$ cat src/rtl/ex_alu_md.sv
// Execute-stage ALU: RV32I ops from raw decode fields, iterative RV32M mul/div.
// Latency: 1 cycle for base ops and divide special cases, XLEN cycles for mul/div.
// Backpressure: in_ready_o low while iterating; no output backpressure.
module ex_alu_md #(
    parameter int XLEN  = 32,
    parameter bit M_EXT = 1'b1
) (
    input  logic            clk_i,
    input  logic            rst_i,
    input  logic            in_valid_i,
    output logic            in_ready_o,
    input  logic [1:0]      alu_op_i,
    input  logic [2:0]      funct3_i,
    input  logic [6:0]      funct7_i,
    input  logic [6:0]      opcode_i,
    input  logic [XLEN-1:0] src1_i,
    input  logic [XLEN-1:0] src2_i,
    input  logic            flush_i,
    output logic [XLEN-1:0] result_o,
    output logic            zero_o,
    output logic            out_valid_o,
    output logic            busy_o
);
    localparam int SHW = $clog2(XLEN);
    localparam logic [SHW-1:0]  CNT_LAST = SHW'(XLEN - 1);
    localparam logic [XLEN-1:0] INT_MIN  = {1'b1, {(XLEN-1){1'b0}}};

    localparam logic [6:0] OPC_OPIMM = 7'b0010011;
    localparam logic [6:0] OPC_LOAD  = 7'b0000011;
    localparam logic [6:0] OPC_STORE = 7'b0100011;
    localparam logic [6:0] OPC_JALR  = 7'b1100111;

    typedef enum logic [1:0] {S_IDLE, S_MUL, S_DIV} state_t;
    typedef enum logic [1:0] {SEL_LO, SEL_HI, SEL_QUO, SEL_REM} sel_t;

    state_t state, state_next;
    sel_t   md_sel, sel_q;

    logic [SHW-1:0]    cnt;
    logic [2*XLEN-1:0] acc, mul_next, div_next, prod;
    logic [XLEN-1:0]   b_reg, a_mag, b_mag, base_res, single_res, md_res;
    logic [XLEN:0]     mul_sum, div_r, div_d;
    logic              neg_q, neg_r, a_sgn, b_sgn, a_neg, b_neg;
    logic              start_mul, start_div, accept;
    logic [SHW-1:0]    shamt;

    assign shamt      = src2_i[SHW-1:0];
    assign in_ready_o = (state == S_IDLE) & rst_i;
    assign busy_o     = (state != S_IDLE);
    assign accept     = in_valid_i & in_ready_o & ~flush_i;

    // funct7[5] selects sub only for R-type; on OP-IMM it is an immediate bit.
    always_comb begin
        base_res = '0;
        case (funct3_i)
            3'd0: base_res = (alu_op_i[1] & funct7_i[5]) ? src1_i - src2_i : src1_i + src2_i;
            3'd1: base_res = src1_i << shamt;
            3'd2: base_res = {{(XLEN-1){1'b0}}, $signed(src1_i) < $signed(src2_i)};
            3'd3: base_res = {{(XLEN-1){1'b0}}, src1_i < src2_i};
            3'd4: base_res = src1_i ^ src2_i;
            3'd5: base_res = funct7_i[5] ? XLEN'($signed(src1_i) >>> shamt) : src1_i >> shamt;
            3'd6: base_res = src1_i | src2_i;
            default: base_res = src1_i & src2_i;
        endcase
    end

    always_comb begin
        single_res = '0;
        start_mul  = 1'b0;
        start_div  = 1'b0;
        md_sel     = SEL_LO;
        a_sgn      = 1'b0;
        b_sgn      = 1'b0;
        case (alu_op_i)
            2'b00: begin
                if (opcode_i == OPC_OPIMM)
                    single_res = base_res;
                else if (opcode_i == OPC_LOAD || opcode_i == OPC_STORE || opcode_i == OPC_JALR)
                    single_res = src1_i + src2_i;
            end
            2'b01: single_res = src1_i - src2_i;
            2'b10: begin
                if (funct7_i == 7'h00 || funct7_i == 7'h20) begin
                    single_res = base_res;
                end else if (M_EXT && funct7_i == 7'h01) begin
                    if (!funct3_i[2]) begin
                        start_mul = 1'b1;
                        md_sel    = (funct3_i == 3'd0) ? SEL_LO : SEL_HI;
                        a_sgn     = (funct3_i != 3'd3);
                        b_sgn     = !funct3_i[1];
                    end else begin
                        md_sel = funct3_i[1] ? SEL_REM : SEL_QUO;
                        a_sgn  = !funct3_i[0];
                        b_sgn  = !funct3_i[0];
                        if (src2_i == '0)
                            single_res = funct3_i[1] ? src1_i : '1;
                        else if (!funct3_i[0] && src1_i == INT_MIN && src2_i == '1)
                            single_res = funct3_i[1] ? '0 : src1_i;
                        else
                            start_div = 1'b1;
                    end
                end
            end
            default: single_res = src1_i + src2_i;
        endcase
    end

    assign a_neg = a_sgn & src1_i[XLEN-1];
    assign b_neg = b_sgn & src2_i[XLEN-1];
    assign a_mag = a_neg ? -src1_i : src1_i;
    assign b_mag = b_neg ? -src2_i : src2_i;

    // Multiply: acc = {partial product, remaining multiplier bits}, shift right per step.
    assign mul_sum  = {1'b0, acc[2*XLEN-1:XLEN]} + (acc[0] ? {1'b0, b_reg} : '0);
    assign mul_next = {mul_sum, acc[XLEN-1:1]};

    // Divide: acc = {partial remainder, dividend shifting into quotient}.
    assign div_r    = {acc[2*XLEN-1:XLEN], acc[XLEN-1]};
    assign div_d    = div_r - {1'b0, b_reg};
    assign div_next = div_d[XLEN] ? {div_r[XLEN-1:0], acc[XLEN-2:0], 1'b0}
                                  : {div_d[XLEN-1:0], acc[XLEN-2:0], 1'b1};

    assign prod = neg_q ? -mul_next : mul_next;

    always_comb begin
        case (sel_q)
            SEL_LO:  md_res = prod[XLEN-1:0];
            SEL_HI:  md_res = prod[2*XLEN-1:XLEN];
            SEL_QUO: md_res = neg_q ? -div_next[XLEN-1:0] : div_next[XLEN-1:0];
            default: md_res = neg_r ? -div_next[2*XLEN-1:XLEN] : div_next[2*XLEN-1:XLEN];
        endcase
    end

    always_comb begin
        state_next = state;
        case (state)
            S_IDLE: begin
                if (accept && start_mul)      state_next = S_MUL;
                else if (accept && start_div) state_next = S_DIV;
            end
            default: begin
                if (flush_i || cnt == CNT_LAST) state_next = S_IDLE;
            end
        endcase
    end

    always_ff @(posedge clk_i) begin
        if (!rst_i) state <= S_IDLE;
        else        state <= state_next;
    end

    always_ff @(posedge clk_i) begin
        if (!rst_i) begin
            cnt         <= '0;
            acc         <= '0;
            b_reg       <= '0;
            neg_q       <= 1'b0;
            neg_r       <= 1'b0;
            sel_q       <= SEL_LO;
            result_o    <= '0;
            zero_o      <= 1'b0;
            out_valid_o <= 1'b0;
        end else begin
            out_valid_o <= 1'b0;
            if (state == S_IDLE) begin
                if (accept && (start_mul || start_div)) begin
                    cnt   <= '0;
                    neg_q <= a_neg ^ b_neg;
                    neg_r <= a_neg;
                    sel_q <= md_sel;
                    acc   <= {{XLEN{1'b0}}, start_mul ? b_mag : a_mag};
                    b_reg <= start_mul ? a_mag : b_mag;
                end else if (accept) begin
                    result_o    <= single_res;
                    zero_o      <= (single_res == '0);
                    out_valid_o <= 1'b1;
                end
            end else if (!flush_i) begin
                acc <= (state == S_MUL) ? mul_next : div_next;
                cnt <= cnt + 1'b1;
                if (cnt == CNT_LAST) begin
                    result_o    <= md_res;
                    zero_o      <= (md_res == '0);
                    out_valid_o <= 1'b1;
                end
            end
        end
    end
endmodule

$ cat config.mk
export PLATFORM = sky130hd
export DESIGN_NAME = ex_alu_md
export DESIGN_NICKNAME = d
export VERILOG_FILES = /design/src/rtl/ex_alu_md.sv
export SDC_FILE = /design/constraint.sdc
export NUM_CORES = 2
export LEC_CHECK = 0
export CORE_MARGIN = 4
export CORE_UTILIZATION = 28
export CTS_BUF_LIST = sky130_fd_sc_hd__clkbuf_4 sky130_fd_sc_hd__clkbuf_8
export DETAILED_ROUTE_END_ITERATION = 12
export PLACE_DENSITY = 0.46
export SLEW_MARGIN = 25
export SYNTH_ARGS = -nofsm -noshare
export SYNTH_HDL_FRONTEND = slang
export SYNTH_SLANG_ARGS = --single-unit
$ cat constraint.sdc
create_clock -name clk_i -period 7.9 [get_ports clk_i]
set_clock_uncertainty 0.05 [all_clocks]
set_input_delay 0.79 -clock clk_i [delete_from_list [all_inputs] [get_ports clk_i]]
set_output_delay 0.79 -clock clk_i [all_outputs]
set_load 0.01 [all_outputs]
==> flow_summary.yaml <==
floorplanning:
  fp.dieW_um: 321
  floorplan.initialDensity: 0.283
  die-height_um: 321
  design.die.area_sq_mm: 0.103
  rows: 114
  ioPinCount: 123
  floorplan.core_area_sq_mm: 0.0970
worst_setup_path:
  cp_max_fo: 14
  critical_path.reg2reg.startpoint: "acc[31]"
  setup.worst_path.start: "acc[31]"
  cp_data_arrival_time_ns: 7.47
  timing.critical_path.buf_inv: 3
  timing.critical_path.max_delay_family: "compound AO/OA/AOI/OAI gates"
  critPathCaptureType: "register"
  crit_end: "zero_o"
  cpPeakStageDelay_ns: 0.69
  critical_path_type: "reg -> reg"
  critical_path_cell_count: 24
  critical_path.slowest_cell: "a2111oi_0"
  crit_chain: "inv_1 > ha_1 > inv_1 > fa_1 > nand3_1 > a211oi_2 > o21ai_0 > a2111oi_2 > nor3_2 > buf_4 > nor2_4 > mux2i_1 > ha_1 > nand2_1 > nor2_1 > mux2_2 > a2111oi_0 > xnor2_1 > a21oi_1 > o211ai_1 > nor4_1 > and4_1 > nand4_1 > o31ai_2"
  crit-reg2reg-capture: "zero_o"
  startpoint_type: "register"
  register_to_register_path_depth: 24
  rrSetupSlack_ns: 0.82
  worstPathRequired_ns: 8.30
route:
  routed_via_density: 6.27
  wirelength_mm: 149
  drt_first_pass_iters: 6
  post-route-drc-count: 0
  via_count: 32950
  dr.first_iter.drc_count: 4030
  wl_per_cell_um: 28.4
  final_antenna_net_count: 0
synth:
  synth.yosys.seq_area_share: 0.103
  synthesis.yosys.warnings: 0
  syn-mean-instance-area_sq_um: 6.78
  synth_largest_area_cell: "dfxtp_1"
  synth_ff_type: "dfxtp_1"
  synth_top_cells_by_area: "dfxtp_1, ha_1, a21oi_1"
  syn_area_sq_mm: 0.0275
  synth.net_count: 4308
  synthesis.instances: 4048
  synth_seq_cells: 141
  post-synth-top-area-fraction: 0.103
  synthDistinctLibCells: 103
  synth-async-reset-ratio: 0
  number_of_enable_flip_flop_cells_after_synthesis: 0
finish:
  number_of_flip_flops_in_the_largest_register: 64
  area.growth.synth_to_final_pct: 10.2
  utilization: 0.312
  num-nets-final: 4227
  final_layout_size_suffix_gt1_frac: 0.0852
global_routing:
  maximum_number_of_pins_on_one_net_before_global_route_repair: 69
  first_global_vias: 30833
  globalRouteMet2Util: 0.452
  wire_length_of_the_first_global_routing_pass_mm: 216
  grt_usage: 0.278
  top_usage_layer: "met2"
  met3_usage: 0.0360
  antenna_found_initial: 6
  use_met1: 0.364
  gr-total-overflow: 0
clock_network:
  post_cts_resize_count: 0
  clock-sinks: 141
  cts_made_buffers: 17
  cts_root_buf: "clkbuf_8"
  worst_case_clock_buffer_depth: 2
  cts_setup_buffers: 0
  clkTransAtPathRegs_ns: 0.10
  tritoncts: "yes"
  cts_hold_repair_buffers: 0
  clock_tree.htree_level_count: 4
  insertion_delay_ns: 0.53
power_and_ir_drop:
  seq_power_share: 0.296
  switching_power_w: 0.00109
  power_per_cell_area_mw_per_mm2: 80.9
  sw_frac_of_total: 0.445
  power.combinational.fraction: 0.449
  leakage_nw: 11.3
  ir_drop_worst_vdd_v: 0.0000844
  share_clk_of_total_power: 0.255
  p_int_w: 0.00136
timing:
  slew_viol_final: 0
  timing.slew.headroom: 0.134
  report.final.hold_viol_count: 0
  fin_setup_tns_ns: 0
  fin_crit_sh: 0.896
  fin_crit_ns: 7.08
  fmax_mhz: 141
  unrepaired_setup_endpoints_after_global_routing: "false"
  timing_worst_slew_pin_value_ns: 1.29
  finalSetupViolations: 0
placed_design:
  port_buffers: 122
  globalplace.congestion: 1.04
  hpwlAfterDp_mm: 118
flow_run:
  max_cap_viol: 0
min_path:
  min_path_type: "reg -> reg"
outcome:
  status: "finished, final reports clean"
==> worst register-to-register path: stages, from the launching register on <==
cell and delay [ns]:
dfxtp_1 0.49, inv_1 0.14, ha_1 0.23, inv_1 0.07, fa_1 0.25, nand3_1 0.17, a211oi_2 0.41, o21ai_0 0.29
a2111oi_2 0.62, nor3_2 0.07, buf_4 0.24, nor2_4 0.21, mux2i_1 0.16, ha_1 0.31, nand2_1 0.17, nor2_1 0.06
mux2_2 0.29, a2111oi_0 0.69, xnor2_1 0.21, a21oi_1 0.54, o211ai_1 0.26, nor4_1 0.28, and4_1 0.30, nand4_1 0.24
o31ai_2 0.27
==> cells by family (layout without fill, tap and decap cells) <==
logic type	Yosys count	in the layout	synth area share
DFF	141	141	0.103
buffers and inverters	509	441	0.0730
muxes	162	162	0.0927
xor gates and xnor gates	211	211	0.0673
adders and majority gates	173	173	0.0799
other	0	1	0
and+or+nand+nor	1424	1424	0.243
AOI/OAI and AO/OA	1428	1428	0.341
==> per-stage QoR <==
step	area [sq um]	total power (W)	hold WS [ns]	setup slack, ns	cells
2_1_floorplan	27500	0.00137	0.382	1.84	4048
3_3_place_gp	29900	0.00181	0.393	1.09	5224
3_5_place_dp	29900	0.00180	0.399	1.05	5224
4_1_cts	30300	0.00242	0.413	0.980	5256
5_1_grt	30300	0.00253	0.432	0.603	5257
6_report	30300	0.00245	0.410	0.824	5257
==> worst min path at each step <==
stage | endpoint | start | cells past startpoint
after floorplan | b_reg[23] | b_reg[23] | 2
after global placement | result_o[21] | result_o[21] | 2
after detailed placement | result_o[3] | result_o[3] | 2
after CTS | result_o[0] | result_o[0] | 2
after global routing | result_o[23] | result_o[23] | 2
final | result_o[17] | result_o[17] | 2
==> power groups by stage <==
stage / combinational (W) / clock, W / sequential [W]
finish: 0.00110 / 0.000624 / 0.000724
global route: 0.00115 / 0.000660 / 0.000725
CTS: 0.00106 / 0.000638 / 0.000724
detailed placement: 0.00106 / 0 / 0.000741
global placement: 0.00107 / 0 / 0.000741
floorplan: 0.000627 / 0 / 0.000741
==> cell type report <==
class	count	area [sq um]
clock inverters	14	138
repair buffers	241	2110
clock buffers	18	241
well taps	1276	1600
fillers	10853	66700
multi-input cells	3398	22700
diodes	1	2.50
inverters	168	633
flip-flops and latches	141	2830
==> per-layer routing <==
| metal | wire length (um) | part of all wire |
|---|---|---|
| met1 | 61900 | 0.41 |
| met4 | 8740 | 0.059 |
| met2 | 67100 | 0.45 |
| met5 | 25 | 0.00017 |
| met3 | 11500 | 0.077 |
==> cell usage after synthesis, types with 23 or more instances <==
cell type  count
o21a_1        27
o21ai_0      289
nand2_1      397
a211o_1       23
o221ai_1      26
o211ai_1     110
nand4_1       50
mux2i_1       62
inv_1        164
o31ai_1       42
o22ai_1       33
xor2_1        55
a221oi_1      30
or4_1         24
nor4_1        36
nand3_1       78
or3_1         53
nand2b_1      40
a211oi_1     101
a31oi_1       52
ha_1         169
mux2_2        29
mux4_2        71
clkbuf_1     271
a21o_1        56
nor3_1       141
xnor2_1      156
dfxtp_1      141
buf_1         40
nor2_1       463
a21oi_1      391
==> cells in the final DEF, fill, tap and decap left out, drive strengths merged, types with 16 or more instances in the layout <==
cell           count
a211o             23
a211oi           103
a21boi            18
a21o              56
a21oi            391
a221oi            33
a22oi             20
a31oi             52
and2              24
and3              20
buf              124
clkbuf            18
clkdlybuf4s50    117
dfxtp            141
ha               169
inv              171
mux2              29
mux2i             62
mux4              71
nand2            397
nand2b            40
nand3             78
nand4             50
nor2             463
nor2b             18
nor3             142
nor4              37
o211ai           110
o21a              27
o21ai            298
o221ai            26
o22ai             33
o311ai            18
o31ai             46
o41ai             16
or2               19
or3               56
or4               28
xnor2            156
xor2              55
Note: power is estimated with default switching activity, not from simulation.
